===== src/rtl/trdb_packet_if.sv =====
// Retirement-side inputs and packet-request outputs of the trace packet scheduler.
// The master side is the tracer/emitter; the slave side is the scheduler.
interface trdb_packet_if #(
    parameter int XLEN     = 32,
    parameter int BMAP_LEN = 31
);
    logic                enable_i;
    logic                inst_valid_i;
    logic [XLEN-1:0]     iaddr_i;
    logic                is_branch_i;
    logic                branch_taken_i;
    logic                exception_i;
    logic                interrupt_i;
    logic                updiscon_i;
    logic                packet_ready_i;
    logic                packet_valid_o;
    logic [1:0]          format_o;
    logic [1:0]          subformat_o;
    logic [XLEN-1:0]     addr_o;
    logic [4:0]          branches_o;
    logic [BMAP_LEN-1:0] branch_map_o;
    logic                interrupt_o;
    logic                stall_o;

    modport master (
        output enable_i, inst_valid_i, iaddr_i, is_branch_i, branch_taken_i,
               exception_i, interrupt_i, updiscon_i, packet_ready_i,
        input  packet_valid_o, format_o, subformat_o, addr_o, branches_o,
               branch_map_o, interrupt_o, stall_o
    );

    modport slave (
        input  enable_i, inst_valid_i, iaddr_i, is_branch_i, branch_taken_i,
               exception_i, interrupt_i, updiscon_i, packet_ready_i,
        output packet_valid_o, format_o, subformat_o, addr_o, branches_o,
               branch_map_o, interrupt_o, stall_o
    );
endinterface


===== src/rtl/trdb_packet_scheduler.sv =====
// Trace packet scheduler: tracks the branch map and decides when to request a packet.
// Optional periodic resync enabled by defining TRDB_RESYNC_TIMER_EN.
module trdb_packet_scheduler #(
    parameter int XLEN       = 32,
    parameter int BMAP_LEN   = 31,
    parameter int RESYNC_MAX = 1024
) (
    input  logic            clk_i,
    input  logic            rst_ni,
    trdb_packet_if.slave    bus
);
    localparam logic [1:0] F_OPT_EXT    = 2'd0;
    localparam logic [1:0] F_DIFF_DELTA = 2'd1;
    localparam logic [1:0] F_ADDR_ONLY  = 2'd2;
    localparam logic [1:0] F_SYNC       = 2'd3;
    localparam logic [1:0] SF_START     = 2'd0;
    localparam logic [1:0] SF_TRAP      = 2'd1;
    localparam logic [1:0] SF_SUPPORT   = 2'd3;
    localparam logic [4:0] MAP_FULL     = 5'(BMAP_LEN);

    typedef enum logic [2:0] {IDLE, SUPPORT, START, RUN, HOLD} state_e;

    state_e              state_q, state_d, ret_q, ret_d;
    logic                enable_q;
    logic [BMAP_LEN-1:0] map_q, map_d, map_app;
    logic [4:0]          cnt_q, cnt_d, cnt_app;
    logic                load;
    logic [1:0]          fmt_d, sub_d;
    logic [XLEN-1:0]     addr_d;
    logic [4:0]          br_d;
    logic [BMAP_LEN-1:0] bmap_d;
    logic                resync_pend;

    logic [1:0]          fmt_q, sub_q;
    logic [XLEN-1:0]     addr_q;
    logic [4:0]          br_q;
    logic [BMAP_LEN-1:0] bmap_q;
    logic                irq_q;

    // Current instruction's branch outcome joins the map before any snapshot
    always_comb begin
        map_app = map_q;
        cnt_app = cnt_q;
        if (bus.is_branch_i && cnt_q < MAP_FULL) begin
            map_app[cnt_q] = ~bus.branch_taken_i;
            cnt_app        = cnt_q + 5'd1;
        end
    end

    always_comb begin
        state_d = state_q;
        ret_d   = ret_q;
        map_d   = map_q;
        cnt_d   = cnt_q;
        load    = 1'b0;
        fmt_d   = F_OPT_EXT;
        sub_d   = SF_START;
        addr_d  = bus.iaddr_i;
        br_d    = '0;
        bmap_d  = '0;
        case (state_q)
            IDLE: begin
                map_d = '0;
                cnt_d = '0;
                if (bus.enable_i && !enable_q) state_d = SUPPORT;
            end
            SUPPORT: begin
                if (!bus.enable_i) begin
                    state_d = IDLE;
                end else begin
                    load    = 1'b1;
                    fmt_d   = F_SYNC;
                    sub_d   = SF_SUPPORT;
                    addr_d  = '0;
                    ret_d   = START;
                    state_d = HOLD;
                end
            end
            START: begin
                map_d = '0;
                cnt_d = '0;
                if (!bus.enable_i) begin
                    state_d = IDLE;
                end else if (bus.inst_valid_i) begin
                    load    = 1'b1;
                    fmt_d   = F_SYNC;
                    sub_d   = SF_START;
                    ret_d   = RUN;
                    state_d = HOLD;
                end
            end
            RUN: begin
                if (!bus.enable_i) begin
                    map_d   = '0;
                    cnt_d   = '0;
                    state_d = IDLE;
                end else if (bus.inst_valid_i) begin
                    map_d  = map_app;
                    cnt_d  = cnt_app;
                    br_d   = cnt_app;
                    bmap_d = map_app;
                    load   = 1'b1;
                    if (bus.exception_i) begin
                        fmt_d = F_SYNC;
                        sub_d = SF_TRAP;
                    end else if (resync_pend) begin
                        fmt_d = F_SYNC;
                        sub_d = SF_START;
                    end else if (bus.updiscon_i) begin
                        fmt_d = (cnt_app != 5'd0) ? F_DIFF_DELTA : F_ADDR_ONLY;
                    end else if (cnt_app == MAP_FULL) begin
                        fmt_d = F_DIFF_DELTA;
                    end else begin
                        load = 1'b0;
                    end
                    if (load) begin
                        map_d   = '0;
                        cnt_d   = '0;
                        ret_d   = RUN;
                        state_d = HOLD;
                    end
                end
            end
            HOLD: begin
                // A disable during HOLD waits for the in-flight handshake to finish
                if (bus.packet_ready_i) state_d = bus.enable_i ? ret_q : IDLE;
            end
            default: state_d = IDLE;
        endcase
    end

    always_ff @(posedge clk_i or negedge rst_ni) begin
        if (!rst_ni) begin
            state_q  <= IDLE;
            ret_q    <= START;
            enable_q <= 1'b0;
            map_q    <= '0;
            cnt_q    <= '0;
            fmt_q    <= '0;
            sub_q    <= '0;
            addr_q   <= '0;
            br_q     <= '0;
            bmap_q   <= '0;
            irq_q    <= 1'b0;
        end else begin
            state_q  <= state_d;
            ret_q    <= ret_d;
            enable_q <= bus.enable_i;
            map_q    <= map_d;
            cnt_q    <= cnt_d;
            if (load) begin
                fmt_q  <= fmt_d;
                sub_q  <= sub_d;
                addr_q <= addr_d;
                br_q   <= br_d;
                bmap_q <= bmap_d;
                irq_q  <= bus.interrupt_i;
            end
        end
    end

`ifdef TRDB_RESYNC_TIMER_EN
    localparam int RSW = $clog2(RESYNC_MAX + 1);
    localparam logic [RSW-1:0] RS_LAST = RSW'(RESYNC_MAX - 1);

    logic [RSW-1:0] rs_cnt_q;
    logic           rs_pend_q;
    logic           sync_clr, run_tick;

    assign sync_clr = load && fmt_d == F_SYNC && sub_d != SF_SUPPORT;
    assign run_tick = state_q == RUN && bus.inst_valid_i;

    always_ff @(posedge clk_i or negedge rst_ni) begin
        if (!rst_ni) begin
            rs_cnt_q  <= '0;
            rs_pend_q <= 1'b0;
        end else if (sync_clr || state_q == IDLE) begin
            rs_cnt_q  <= '0;
            rs_pend_q <= 1'b0;
        end else if (run_tick) begin
            if (rs_cnt_q >= RS_LAST) rs_pend_q <= 1'b1;
            else                     rs_cnt_q  <= rs_cnt_q + RSW'(1);
        end
    end

    assign resync_pend = rs_pend_q;
`else
    assign resync_pend = 1'b0;
`endif

    assign bus.packet_valid_o = (state_q == HOLD);
    assign bus.stall_o        = (state_q == HOLD);
    assign bus.format_o       = fmt_q;
    assign bus.subformat_o    = sub_q;
    assign bus.addr_o         = addr_q;
    assign bus.branches_o     = br_q;
    assign bus.branch_map_o   = bmap_q;
    assign bus.interrupt_o    = irq_q;
endmodule


===== src/flat_wrapper.sv =====
// flat-port wrapper written by rule: the top's interface ports become plain ports
module trdb_packet_scheduler_flat 
#(
    parameter int XLEN       = 32,
    parameter int BMAP_LEN   = 31,
    parameter int RESYNC_MAX = 1024
)
  (clk_i, rst_ni, bus_enable_i, bus_inst_valid_i, bus_iaddr_i, bus_is_branch_i, bus_branch_taken_i, bus_exception_i, bus_interrupt_i, bus_updiscon_i, bus_packet_ready_i, bus_packet_valid_o, bus_format_o, bus_subformat_o, bus_addr_o, bus_branches_o, bus_branch_map_o, bus_interrupt_o, bus_stall_o);
  trdb_packet_if #(.XLEN(XLEN), .BMAP_LEN(BMAP_LEN)) bus_i ();
  input  logic clk_i;
  input  logic rst_ni;
  input wire logic [$bits(bus_i.enable_i)-1:0] bus_enable_i;
  input wire logic [$bits(bus_i.inst_valid_i)-1:0] bus_inst_valid_i;
  input wire logic [$bits(bus_i.iaddr_i)-1:0] bus_iaddr_i;
  input wire logic [$bits(bus_i.is_branch_i)-1:0] bus_is_branch_i;
  input wire logic [$bits(bus_i.branch_taken_i)-1:0] bus_branch_taken_i;
  input wire logic [$bits(bus_i.exception_i)-1:0] bus_exception_i;
  input wire logic [$bits(bus_i.interrupt_i)-1:0] bus_interrupt_i;
  input wire logic [$bits(bus_i.updiscon_i)-1:0] bus_updiscon_i;
  input wire logic [$bits(bus_i.packet_ready_i)-1:0] bus_packet_ready_i;
  output wire logic [$bits(bus_i.packet_valid_o)-1:0] bus_packet_valid_o;
  output wire logic [$bits(bus_i.format_o)-1:0] bus_format_o;
  output wire logic [$bits(bus_i.subformat_o)-1:0] bus_subformat_o;
  output wire logic [$bits(bus_i.addr_o)-1:0] bus_addr_o;
  output wire logic [$bits(bus_i.branches_o)-1:0] bus_branches_o;
  output wire logic [$bits(bus_i.branch_map_o)-1:0] bus_branch_map_o;
  output wire logic [$bits(bus_i.interrupt_o)-1:0] bus_interrupt_o;
  output wire logic [$bits(bus_i.stall_o)-1:0] bus_stall_o;
  assign bus_i.enable_i = bus_enable_i;
  assign bus_i.inst_valid_i = bus_inst_valid_i;
  assign bus_i.iaddr_i = bus_iaddr_i;
  assign bus_i.is_branch_i = bus_is_branch_i;
  assign bus_i.branch_taken_i = bus_branch_taken_i;
  assign bus_i.exception_i = bus_exception_i;
  assign bus_i.interrupt_i = bus_interrupt_i;
  assign bus_i.updiscon_i = bus_updiscon_i;
  assign bus_i.packet_ready_i = bus_packet_ready_i;
  assign bus_packet_valid_o = bus_i.packet_valid_o;
  assign bus_format_o = bus_i.format_o;
  assign bus_subformat_o = bus_i.subformat_o;
  assign bus_addr_o = bus_i.addr_o;
  assign bus_branches_o = bus_i.branches_o;
  assign bus_branch_map_o = bus_i.branch_map_o;
  assign bus_interrupt_o = bus_i.interrupt_o;
  assign bus_stall_o = bus_i.stall_o;
  trdb_packet_scheduler #(.XLEN(XLEN), .BMAP_LEN(BMAP_LEN), .RESYNC_MAX(RESYNC_MAX)) u_core (.clk_i(clk_i), .rst_ni(rst_ni), .bus(bus_i));
endmodule

===== config.mk =====
export PLATFORM = sky130hd
export DESIGN_NAME = trdb_packet_scheduler_flat
export DESIGN_NICKNAME = d
export VERILOG_FILES = /design/src/rtl/trdb_packet_if.sv /design/src/rtl/trdb_packet_scheduler.sv /design/src/flat_wrapper.sv
export SDC_FILE = /design/constraint.sdc
export NUM_CORES = 1
export LEC_CHECK = 0
export CAP_MARGIN = 20
export CORE_MARGIN = 1
export CORE_UTILIZATION = 40
export DETAILED_ROUTE_END_ITERATION = 12
export PLACE_DENSITY = 0.62
export SYNTH_ARGS = -nofsm -noshare
export SYNTH_HDL_FRONTEND = slang
export SYNTH_SLANG_ARGS = --single-unit

===== constraint.sdc =====
create_clock -name clk_i -period 3.1 [get_ports clk_i]
set_input_delay 0.775 -clock clk_i [delete_from_list [all_inputs] [get_ports clk_i]]
set_output_delay 0.775 -clock clk_i [all_outputs]
set_load 0.005 [all_outputs]

Yosys cells after proc, flatten, opt, wreduce, memory -nomap -nowiden
Index checks and enable logic that the tools add are counted.
{ "op_classes": {"mux": 64, "eq_ne": 16, "n_bitwise": 1, "order_cmp": 3, "addsub": 1, "n_reduce_logical": 12} }
{ "ops": {"columns": ["cell", "count"], "rows": [
  ["$mux W31", 7],
  ["$mux W32", 2],
  ["$pmux W31 S2", 1],
  ["$mux W3", 15],
  ["$mux W5", 7],
  ["$bwmux W31", 1],
  ["$mux W2", 10],
  ["$pmux W3 S5", 1],
  ["$mux W1", 14],
  ["$ne A2 B2 Y1 const B", 6],
  ["$pmux W5 S2", 1],
  ["$pmux W3 S3", 1],
  ["$reduce_and A7 Y1", 1],
  ["$eq A3 B2 Y1 const B", 2],
  ["$lt A5 B6 Y1 const B", 1],
  ["$ne A3 B3 Y1 const B", 2],
  ["$pmux W2 S3", 1],
  ["$add A5 B1 Y5 const B", 1],
  ["$demux W1 S5", 1],
  ["$eq A5 B5 Y1 const B", 1],
  ["$ge A5 B1 Y1 const B", 1],
  ["$lt A5 B5 Y1 const B", 1],
  ["$reduce_and A5 Y1", 1],
  ["$reduce_bool A5 Y1", 1],
  ["other kinds (14)", 17]
]} }
{ "word_totals": {"ff_bits": 116, "input_bits": 42, "output_inout_bits": 75, "word_cells": 108} }

Longest topological paths before layout
{ "logic_depth": {"depth_word": 14, "depth_mapped": 10, "depth_no_buf": 8} }

Worst setup path before layout
OpenSTA, ideal clock, no wires.
{ "synth_timing": {"path_type": "input port to flip-flop", "start": "input port bus_is_branch_i", "end": "register u_core.bmap_q[0], in the netlist u_core.bus.branch_map_o[0]", "arrival_ps": 2393, "setup_ps": 125, "stages": 8, "path_buffers": 2, "required_time_ps": 2975, "slack_ps": 582, "cell_sequence": "buf_4 > or3b_1 > a211o_1 > o211ai_2 > a21boi_4 > o21ai_4 > buf_6 > mux2_4"} }
{ "synth_between": {"elab_chain_cells": 12, "word_cells_on_any_way": 16, "cone_classes": "1 x eq/ne; 14 x mux; 1 x reduce/logical"} }
{ "synth_lines": {"columns": ["element", "line", "rtl"], "rows": [
  ["from (decl)", "flat_wrapper.sv:15", "input wire logic [$bits(bus_i.is_branch_i)-1:0] bus_is_branch_i;"],
  ["$logic_and A1 B1 Y1 *", "trdb_packet_scheduler.sv:44", "if (bus.is_branch_i && cnt_q < MAP_FULL) begin"],
  ["$mux W5", "trdb_packet_scheduler.sv:44", null],
  ["$eq A5 B5 Y1", "trdb_packet_scheduler.sv:111", "end else if (cnt_app == MAP_FULL) begin"],
  ["$mux W1", "trdb_packet_scheduler.sv:111", null],
  ["$mux W1", "trdb_packet_scheduler.sv:109", "end else if (bus.updiscon_i) begin"],
  ["$mux W1", "trdb_packet_scheduler.sv:103", "if (bus.exception_i) begin"],
  ["$mux W1", "trdb_packet_scheduler.sv:97", "end else if (bus.inst_valid_i) begin"],
  ["$mux W1", "trdb_packet_scheduler.sv:93", "if (!bus.enable_i) begin"],
  ["$mux W1", "trdb_packet_scheduler.sv:61", "case (state_q)"],
  ["$mux W1", "trdb_packet_scheduler.sv:97", null],
  ["$mux W1", "trdb_packet_scheduler.sv:93", null],
  ["$pmux W1 S3", "trdb_packet_scheduler.sv:61", null],
  ["to (signal assigned)", "trdb_packet_scheduler.sv:156", "bmap_q <= bmap_d;"],
  ["to (decl)", "trdb_packet_scheduler.sv:37", "logic [BMAP_LEN-1:0] bmap_q;"]
]} }
Every way passes the cells marked *; elsewhere a longest branch is shown, timed or not. The select of a mux whose other input is x is not followed.
A chain may end at the register's enable or synchronous reset.

Worst setup path after layout
{ "layout_timing": {"start": "register u_core.cnt_q[0]", "end": "register u_core.bmap_q[5], in the netlist u_core.bus.branch_map_o[5]"} }
{ "layout_between": {"elab_chain_cells": 13, "word_cells_on_any_way": 24, "cone_classes": "1 x add/sub; 3 x order compare; 1 x eq/ne; 17 x mux; 2 x reduce/logical"} }
{ "layout_lines": {"columns": ["element", "line", "rtl"], "rows": [
  ["from (decl)", "trdb_packet_scheduler.sv:26", "logic [4:0] cnt_q, cnt_d, cnt_app;"],
  ["from (signal assigned)", "trdb_packet_scheduler.sv:150", "cnt_q <= cnt_d;"],
  ["$lt A5 B5 Y1", "trdb_packet_scheduler.sv:44", null],
  ["$logic_and A1 B1 Y1", "trdb_packet_scheduler.sv:44", null],
  ["$mux W5", "trdb_packet_scheduler.sv:44", null],
  ["$eq A5 B5 Y1", "trdb_packet_scheduler.sv:111", null],
  ["$mux W1", "trdb_packet_scheduler.sv:111", null],
  ["$mux W1", "trdb_packet_scheduler.sv:109", null],
  ["$mux W1", "trdb_packet_scheduler.sv:103", null],
  ["$mux W1", "trdb_packet_scheduler.sv:97", null],
  ["$mux W1", "trdb_packet_scheduler.sv:93", null],
  ["$mux W1", "trdb_packet_scheduler.sv:61", null],
  ["$mux W1", "trdb_packet_scheduler.sv:97", null],
  ["$mux W1", "trdb_packet_scheduler.sv:93", null],
  ["$pmux W1 S3", "trdb_packet_scheduler.sv:61", null]
]} }
Parallel ways exist; a longest one is shown, timed or not. The select of a mux whose other input is x is not followed.

==> results.cfg <==
[logic_synthesis]
synthesis.area_um2 = 5840
syn_avg_cell_area_um2 = 10.5
ys_seq_area_frac = 0.488
synthArstFlopShare = 1.00
synth_seq_cells = 114
synth_ff_type = dfrtp_1
ys_types = 50
synthSimpleGateAreaFrac = 0.130
syn_nets = 600
synthMuxAreaShare = 0.207
synth_adder_area_share = 0.00857
synth_top_family_by_area = multiplexers
syn_inst = 554
yosys_warnings = 0
synth_edf_count = 0
synthXorXnorAreaFrac = 0.00150
synth-compound-area-share = 0.0996

[timing]
hold_ws_ns = 0.367
finalSetupViolCount = 0
skew_ns = 0.00763
period_needed_ns = 2.73
final_hold_viol_count = 0
rsz0062_at_grt = no
worst_pin_slew_ns = 0.925
finalSetupTns_ns = 0
fin_ws_ns = 0.370
fin_crit_sh = 0.881
max-slew-margin-rel = 0.383
fmax_ghz = 0.366
drv_slew = 0

[pwr]
leakagePower_nw = 3.55
power_frac_comb = 0.247
seq_power_share = 0.366
finalPower_mw = 4.70
intPower_mw = 3.31
pwr_density_cell_nw_per_um2 = 605
ir_worst_vdd_mv = 0.358
switchingPower_mw = 1.39
clockPowerShare = 0.387
switching_share = 0.296

[global_route]
grt_use_total = 0.200
grt_pass1_wl_mm = 23.1
grt_antenna_before_repair = 0
busiest_layer = met2
overflow = 0
use_met1 = 0.248
grt_max_degree = 52
use_met2 = 0.317
gr-usage-met3 = 0.0711
grt_pass1_vias = 4581

[final_layout]
nNetsFinal = 717
fin_area_um2 = 7770
final_common_cell = clkdlybuf4s50_1
most-common-layout-cells = clkdlybuf4s50_1, dfrtp_1, nand2_1, mux2i_1, inv_1
antenna_cells = 0
area_growth_pct = 33.1
fillers = 1210
drive_above_1_share = 0.138

[route]
drc = 0
routed_wl_mm = 13.8
first_iter_violations = 211
postRouteAntennaNets = 0
dr.pass1.iters = 4
dr_total_vias = 4405
post_drt_wl_per_cell_um = 16.0
vias_per_cell = 5.11

[worst_setup_path]
r2r_cells = 9
rr_endpoint = u_core.bus.branch_map_o[5]
crit_required_ns = 3.39
rr_startpoint = u_core.cnt_q[0]
worst_setup_path_start_kind = register
reg2reg_setup_slack_ns = 0.37
setup.worst_path.start = u_core.cnt_q[0]
worst-path-max-fanout = 22
path_class = register to register
crit_path_end_kind = register
worstPathArrival_ns = 3.02

[floorplanning]
dieArea_um2 = 15100
die_x_um = 123
core_um2 = 14000
fp-row-count = 43
initial_core_util = 0.416
pin_count = 117
dieHeight_um = 123

[flow_run]
cap_violations = 0

[placement]
dp_hpwl_mm = 9.52
io_buffer_count = 116
gp_congestion = 0.853
pre_cts_ws_ns = -0.00896
placed_cell_area_um2 = 7220

[clock_network]
clockBufferDepth = 2
path_clk_slew_ns = 0.05
post_cts_buffers = 0
cts_tree = built
cts_root_buffer = clkbuf_16
post_cts_resized = 0
cts_buffers = 17
clkLatencyLatePin_ns = 0.41
cts.sinks = 114
ctsHoldBuffers = 0
htree_levels = 4

[worst_hold_path]
hold_class = input pin to async pin

[outcome]
status = finished clean
==> state kept, by name, indices dropped and copies added (netlist names) <==
name / flops
u_core.bus.addr_o: 32
u_core.map_q: 31
u_core.state_q: 3
u_core.bus.branches_o: 5
u_core.bus.branch_map_o: 31
u_core.cnt_q: 5
u_core.ret_q: 1
u_core.bus.subformat_o: 2
u_core.bus.format_o: 2
u_core.bus.interrupt_o: 1
u_core.enable_q: 1
==> power groups by stage <==
stage	Clock (mW)	Combinational (mW)	Sequential (mW)
4_1_cts	1.85	1.17	1.72
3_3_place_gp	0	1.15	1.74
3_5_place_dp	0	1.17	1.74
2_1_floorplan	0	0.719	1.69
5_1_grt	1.93	1.27	1.74
6_report	1.82	1.16	1.72
==> Yosys cell counts, drive strengths merged (2+ instances only) <==
cell type  number  area, um2
a211oi          2       20.0
a21oi           8       40.0
a21o            4       30.0
clkbuf         19       71.3
o221ai          3       26.3
nand2b          5       31.3
buf            19        155
nand4           3       18.8
nor4            2       12.5
dfrtp         114       2850
o211a           3       30.0
inv            41        154
and2            2       12.5
nand2         106        398
a2bb2oi         2       17.5
o31ai          34        255
mux2i          64        641
a21boi          3       33.8
and4            2       17.5
nand3           4       25.0
mux2           38        567
nor3            6       35.0
ha              4       50.1
o21ai           7       46.3
nor2           41        161
and3            3       18.8
==> routing by layer <==
layer,up-vias,share of wire
li1,2117,-
met5,-,0
met3,22,0.065
met1,2153,0.45
met4,0,0.019
met2,113,0.47
==> cells by family after synthesis <==
group	Yosys count
and+or+nand+nor	178
DFF	114
muxes	102
buffers and inverters	79
AOI/OAI and AO/OA	76
adders and majority gates	4
xor gates and xnor gates	1
==> per-stage QoR <==
stage	util	instances
after floorplan	-	554
after CTS	0.554	862
final	0.554	862
after global placement	0.514	832
after detailed placement	0.514	832
after global routing	0.554	862
==> worst max-delay path by stage <==
stage | end | slack (ns)
2_1_floorplan | u_core.bus.branch_map_o[0] | 0.58
3_5_place_dp | u_core.bus.branch_map_o[2] | -0.009
6_report | u_core.bus.branch_map_o[5] | 0.37
5_1_grt | u_core.bus.branch_map_o[6] | 0.21
4_1_cts | u_core.bus.branch_map_o[23] | 0.39
3_3_place_gp | u_core.bus.branch_map_o[7] | 0.05
==> critical path: stages (launching register included) <==
cell and delay [ns]:
dfrtp_1 0.61, inv_1 0.21, ha_1 0.39, mux2i_1 0.14, a211o_1 0.27, o211ai_2 0.12
a21boi_4 0.10, o21ai_4 0.21, buf_12 0.23, mux2_4 0.31
==> cell type report <==
type                            count  area [um2]  area share
Sequential cell                   114        2850       0.367
Clock inverter                      5        52.6     0.00676
Inverter                           41         154      0.0198
Timing Repair Buffer              136        1380       0.178
Tap cell                          180         225      0.0290
Clock buffer                       25         495      0.0637
Multi-Input combinational cell    361        2610       0.336
Note: power is estimated with default switching activity, not from simulation.
